$ cat src/rtl/buf_reader.sv
// buf_reader: drains WORDS entries from a FIFO buffer over the re/r_ack handshake and
// presents them packed on a valid/ready port. Define BUF_READER_TIMEOUT_EN for the r_ack watchdog.
module buf_reader #(
  parameter int BUF_ID  = 0,
  parameter int DATA_L  = 16,
  parameter int WORDS   = 4,
  parameter int TIMEOUT = 15
) (
  input  logic                    clk,
  input  logic                    rst,
  input  logic                    avail,
  input  logic                    r_ack,
  input  logic [DATA_L-1:0]       din,
  output logic                    re,
  output logic [DATA_L*WORDS-1:0] out_data,
  output logic                    out_valid,
  input  logic                    out_ready,
  output logic [2:0]              word_cnt,
  output logic                    err_timeout
);

  typedef enum logic [1:0] {
    IDLE = 2'd0,
    REQ  = 2'd1,
    DROP = 2'd2,
    OUT  = 2'd3
  } state_t;

  state_t                    state_q, state_d;
  logic                      re_q, re_d;
  logic                      out_valid_q, out_valid_d;
  logic [DATA_L*WORDS-1:0]   out_data_q, out_data_d;
  // One bit wider than the port so WORDS=8 can be reached before wrapping.
  logic [3:0]                cnt_q, cnt_d;
  logic                      err_q, err_d;
  logic                      tmo_hit_s;
  logic                      tmo_inc_s;
  logic                      timeout_s;

  // State and output registers
  always_ff @(posedge clk) begin
    if (rst) begin
      state_q     <= IDLE;
      re_q        <= 1'b0;
      out_valid_q <= 1'b0;
      out_data_q  <= '0;
      cnt_q       <= 4'd0;
      err_q       <= 1'b0;
    end else begin
      state_q     <= state_d;
      re_q        <= re_d;
      out_valid_q <= out_valid_d;
      out_data_q  <= out_data_d;
      cnt_q       <= cnt_d;
      err_q       <= err_d;
    end
  end

  // Next-state logic for the read handshake and packet assembly
  always_comb begin
    state_d     = state_q;
    re_d        = re_q;
    out_valid_d = out_valid_q;
    out_data_d  = out_data_q;
    cnt_d       = cnt_q;
    err_d       = err_q;
    tmo_inc_s   = 1'b0;
    timeout_s   = 1'b0;
    case (state_q)
      IDLE: begin
        // A stale acknowledge must drain before a new request is raised.
        if (avail && !r_ack) begin
          re_d    = 1'b1;
          state_d = REQ;
        end else begin
          state_d = IDLE;
        end
      end
      REQ: begin
        if (r_ack) begin
          out_data_d[cnt_q[2:0]*DATA_L +: DATA_L] = din;
          re_d    = 1'b0;
          state_d = DROP;
        end else if (tmo_hit_s) begin
          timeout_s = 1'b1;
        end else begin
          tmo_inc_s = 1'b1;
        end
      end
      DROP: begin
        if (!r_ack) begin
          cnt_d = cnt_q + 4'd1;
          if (cnt_d == 4'(WORDS)) begin
            out_valid_d = 1'b1;
            state_d     = OUT;
          end else begin
            state_d = IDLE;
          end
        end else if (tmo_hit_s) begin
          timeout_s = 1'b1;
        end else begin
          tmo_inc_s = 1'b1;
        end
      end
      OUT: begin
        if (out_ready) begin
          out_valid_d = 1'b0;
          cnt_d       = 4'd0;
          state_d     = IDLE;
        end else begin
          state_d = OUT;
        end
      end
      default: begin
        state_d = IDLE;
      end
    endcase
    if (timeout_s) begin
      err_d   = 1'b1;
      re_d    = 1'b0;
      cnt_d   = 4'd0;
      state_d = IDLE;
    end else begin
      err_d = err_q;
    end
  end

`ifdef BUF_READER_TIMEOUT_EN
  logic [3:0] tmo_q, tmo_d;

  assign tmo_hit_s = (tmo_q == 4'(TIMEOUT - 1));

  // Wait counter restarts whenever the FSM is not idling in REQ/DROP
  always_comb begin
    if (tmo_inc_s) begin
      tmo_d = tmo_q + 4'd1;
    end else begin
      tmo_d = 4'd0;
    end
  end

  // Wait counter register
  always_ff @(posedge clk) begin
    if (rst) begin
      tmo_q <= 4'd0;
    end else begin
      tmo_q <= tmo_d;
    end
  end

`ifndef SYNTHESIS
  // Simulation notice when the watchdog fires
  always_ff @(posedge clk) begin
    if (!rst && timeout_s) begin
      $display("buf_reader[%0d]: r_ack timeout, partial packet of %0d dropped", BUF_ID, cnt_q);
    end
  end
`endif
`else
  logic unused_cfg_s;

  assign tmo_hit_s    = 1'b0;
  assign unused_cfg_s = ^{tmo_inc_s, 32'(BUF_ID), 32'(TIMEOUT)};
`endif

  assign re          = re_q;
  assign out_valid   = out_valid_q;
  assign out_data    = out_data_q;
  assign word_cnt    = cnt_q[2:0];
  assign err_timeout = err_q;

endmodule
$ cat config.mk
export PLATFORM = sky130hd
export DESIGN_NAME = buf_reader
export DESIGN_NICKNAME = d
export VERILOG_FILES = /design/src/rtl/buf_reader.sv
export SDC_FILE = /design/constraint.sdc
export NUM_CORES = 1
export LEC_CHECK = 0
export ABC_AREA = 0
export CORE_MARGIN = 5
export CORE_UTILIZATION = 45
export DETAILED_ROUTE_END_ITERATION = 12
export PLACE_DENSITY = 0.77
export SYNTH_ARGS = -nofsm -noshare
export SYNTH_HDL_FRONTEND = slang
export SYNTH_SLANG_ARGS = --single-unit
export TNS_END_PERCENT = 20
$ cat constraint.sdc
create_clock -name clk -period 2.7 [get_ports clk]
set_input_delay 0.54 -clock clk [delete_from_list [all_inputs] [get_ports clk]]
set_output_delay 0.54 -clock clk [all_outputs]
set_load 0.005 [all_outputs]
==> out/results.md <==
Route
- 4 — number of search-and-repair iterations in the first detailed-routing pass
- 17.6 um — WL per Instance
- 9320 um — total wire length
- 3,054 — count of vias placed by the detailed router
- 0 — DRC
- 0 — Post-DRT Antenna Nets
- 340 — Iteration-0 DRC Markers
- 5.75 — vias per cell

Clock tree
- 3 — H-Tree Level Count
- 72 — total clock sinks
- 0 — cells resized by post-CTS repair
- 350 ps — latest clock arrival within the worst-skew pair
- done — TritonCTS clock tree
- 2 — Bufs on Longest Clock Path
- sky130_fd_sc_hd__clkbuf_8 — clock tree root buffer cell
- 0 — buffers inserted during post-CTS setup optimization
- 9 — clock buffer count from CTS
- 70 ps — CTS clk-pin slew, worst paths
- 0 — Post-CTS Hold Buffers

Synthesis
- 72 — number of synthesized register bits
- 44.6% — portion of the post-synthesis area used by sequential elements
- 44.6% — share of Yosys cell area claimed by the top area cell type
- 0 — EDFF count, synth
- 0% — share of async-settable or async-resettable flops after synthesis
- 0 — number of warnings printed during yosys synthesis
- 361 — number of instances in the synthesized netlist
- 39 — number of distinct standard cells referenced by the synthesized netlist
- sky130_fd_sc_hd__dfxtp_1 — Main synth FF type
- 385 — net count after synthesis
- sky130_fd_sc_hd__dfxtp_1 — top cell type by total area after synthesis
- 8.96 sq um — syn_area_per_cell
- 3230 sq um — cell area after synthesis
- sky130_fd_sc_hd__dfxtp_1 (45%), sky130_fd_sc_hd__a21oi_1 (8.4%), sky130_fd_sc_hd__nand3_1 (7.6%), sky130_fd_sc_hd__o31ai_2 (5.4%), sky130_fd_sc_hd__o21ai_0 (5.1%) — leading cell types by total area after synthesis

Power and ir drop
- 305 uV — IR Drop Worst-Case VDD
- 2.04 mW — Tot Pwr
- 477 nW/um^2 — power density relative to cell area
- 1.44 nW — P_leak

Cells and area
- 10.2% — share of post-route cells with drive strength above 1
- 1440 sq um — area occupied by registers
- 59.8% — final core utilization
- 452 — Final #Nets
- 1530 sq um — area of combinational cells with multiple inputs
- sky130_fd_sc_hd__clkdlybuf4s50_1 — most common library cell in the layout ignoring fill and taps
- sky130_fd_sc_hd__clkdlybuf4s50_1 (88), sky130_fd_sc_hd__dfxtp_1 (72), sky130_fd_sc_hd__a21oi_1 (54), sky130_fd_sc_hd__nand3_1 (49), sky130_fd_sc_hd__o21ai_0 (33) — most frequent cells in the layout
- 640 — number of inserted filler cells in the final layout
- 0 — count of inserted antenna diode cells
- 32.0% — layout overhead on the synthesized area

Critical path
- flop — Worst Setup End Kind
- 6 — R2R depth
- 16 — maximum net fanout on the critical path
- 2630 ps — data arrival time of the critical path
- inv_1 -> ha_1 -> ha_1 -> or3b_1 -> o31ai_1 -> a21oi_1 — cell-by-cell trace of the critical path
- flop — kind of start point of the critical path
- 2910 ps — required time at the endpoint of the critical path
- 710 ps — Slowest Stage Delay on Critical Path
- sky130_fd_sc_hd__ha_1 — cell type with the highest occurrence count on the critical path
- 280 ps — Worst R2R Setup Slack
- cnt_q[1] — worst r2r src
- reg -> reg — CP Class
- sky130_fd_sc_hd__or3b_1 — cell with the biggest individual delay on the critical path
- out_data[1] — end of the worst register-to-register path

GRT
- 2,783 — via count of the first global-routing pass
- 28.5% — global routing usage on met1
- 31.8% — GR Util met2
- 4.38% — M3 GR Usage
- met2 — most heavily used metal layer in global routing
- 21.1% — Tot GR Track Use
- 0 — initial antenna violation count
- 14,500 um — global-route wire length before repair
- 0 — Remaining Overflow, GRT
- 55 — largest net degree at the start of global routing

Timing
- 2420 ps — shortest clock period the worst path allows after layout
- 281 ps — setup ws final
- 0.413 GHz — maximum clock frequency
- 0 — hold violation total from the final report
- 0 ps — Total Negative Setup Slacks
- no — RSZ-0062 raised after global routing
- 6.80 ps — Worst Skew
- 21.8% — headroom to the max-slew limit
- 0 — count of final max-slew check failures
- 1170 ps — Tightest Pin Transition
- 0 — setup violation total in the final timing report
- 89.6% — crit share post-route

Die
- 8980 sq um — Die Footprint
- 94.8 um — y dimension of the die
- 45.3% — initial core utilization
- 7140 sq um — area of the placeable core
- 94.8 um — horizontal die dimension
- 91 — Boundary Pins
- 31 — number of standard-cell rows in the floorplan

Min path
- out_data[36] — min-delay src
- 2 — worst hold path stage count
- out_data[36] — worst-case hold path end point
- reg -> reg — worst min path class

Place
- 0.809 — placer congestion estimate
- 89 — buffers added on ports
- 319 ps — Place WS
- 6280 um — DPL Wire Length

Job
- 0 — # Max-Cap Violations

Run status
- complete, no violations — run status

-- synth_stat cells, types with 2 or more instances --
| master | count |
|---|---|
| sky130_fd_sc_hd__a21oi_1 | 54 |
| sky130_fd_sc_hd__a311oi_1 | 2 |
| sky130_fd_sc_hd__and4bb_2 | 2 |
| sky130_fd_sc_hd__buf_1 | 3 |
| sky130_fd_sc_hd__buf_2 | 10 |
| sky130_fd_sc_hd__buf_4 | 11 |
| sky130_fd_sc_hd__buf_6 | 4 |
| sky130_fd_sc_hd__clkbuf_1 | 14 |
| sky130_fd_sc_hd__dfxtp_1 | 72 |
| sky130_fd_sc_hd__ha_1 | 3 |
| sky130_fd_sc_hd__inv_1 | 6 |
| sky130_fd_sc_hd__mux2i_1 | 16 |
| sky130_fd_sc_hd__nand2_1 | 19 |
| sky130_fd_sc_hd__nand3_1 | 49 |
| sky130_fd_sc_hd__nand4_1 | 16 |
| sky130_fd_sc_hd__nor2b_1 | 3 |
| sky130_fd_sc_hd__nor3_1 | 3 |
| sky130_fd_sc_hd__nor3b_1 | 2 |
| sky130_fd_sc_hd__nor3b_2 | 2 |
| sky130_fd_sc_hd__o21ai_0 | 33 |
| sky130_fd_sc_hd__o21bai_1 | 2 |
| sky130_fd_sc_hd__o31ai_1 | 5 |
| sky130_fd_sc_hd__o31ai_2 | 14 |
-- where the power goes --
part | switching [mW] | total, mW | internal [mW]
logic | 0.0757 | 0.125 | 0.0498
registers | 0.00588 | 1.07 | 1.07
clock network | 0.391 | 0.837 | 0.446
-- registers in the layout, indices dropped and copies added (netlist names) --
name,flops
out_valid,1
re,1
state_q,2
cnt_q,4
out_data,64
-- layer usage --
metal  share of wire [%]  vias to the layer above
li1                    -                     1436
met1                  44                     1475
met2                  46                      117
met3                 6.9                       26
met4                 3.6                        0
met5                   0                        -
-- worst max-delay path, delay by kind of cell (launching register included) --
family	cells	cell delay (ps)
AO/OA/AOI/OAI	2	440
AND/OR/NAND/NOR	1	710
buffers and inverters	1	100
adder cells (fa/ha/maj)	2	560
flip-flops	1	480
-- worst max path at each step --
stage / start / end / slack, ps / cells after the start
floorplan: cnt_q[0] / out_data[10] / 590 / 9
global placement: cnt_q[1] / out_data[1] / 420 / 6
detailed placement: cnt_q[1] / out_data[1] / 320 / 6
CTS: cnt_q[1] / out_data[1] / 300 / 6
global route: cnt_q[1] / out_data[0] / 150 / 6
finish: cnt_q[1] / out_data[1] / 280 / 6
-- metrics by stage --
stage               cells  cell area, sq um  hold slack (ps)
global placement      516              4080              446
global route          531              4270              490
floorplan             361              3230              452
CTS                   531              4270              466
finish                531              4270              465
detailed placement    516              4080              456
-- cells by family (layout without fill, tap and decap cells) --
logic type,count (synthesis),after routing,synth area share [%]
multiplexers,16,16,4.95
AO/OA/AOI/OAI,113,113,21.8
buffers and inverters,48,119,8.17
AND/OR/NAND/NOR,108,108,19.2
other,1,1,0.116
flip-flops,72,72,44.6
adder cells (fa/ha/maj),3,3,1.16
-- cell type report --
type / instances / area share (%)
Clock buffer: 12 / 3.40
Sequential cell: 72 / 33.8
Clock inverter: 3 / 0.996
Multi-Input combinational cell: 241 / 35.8
Inverter: 6 / 0.528
Timing Repair Buffer: 98 / 22.6
Tap cell: 99 / 2.90
(Power assumes the default switching activity.)
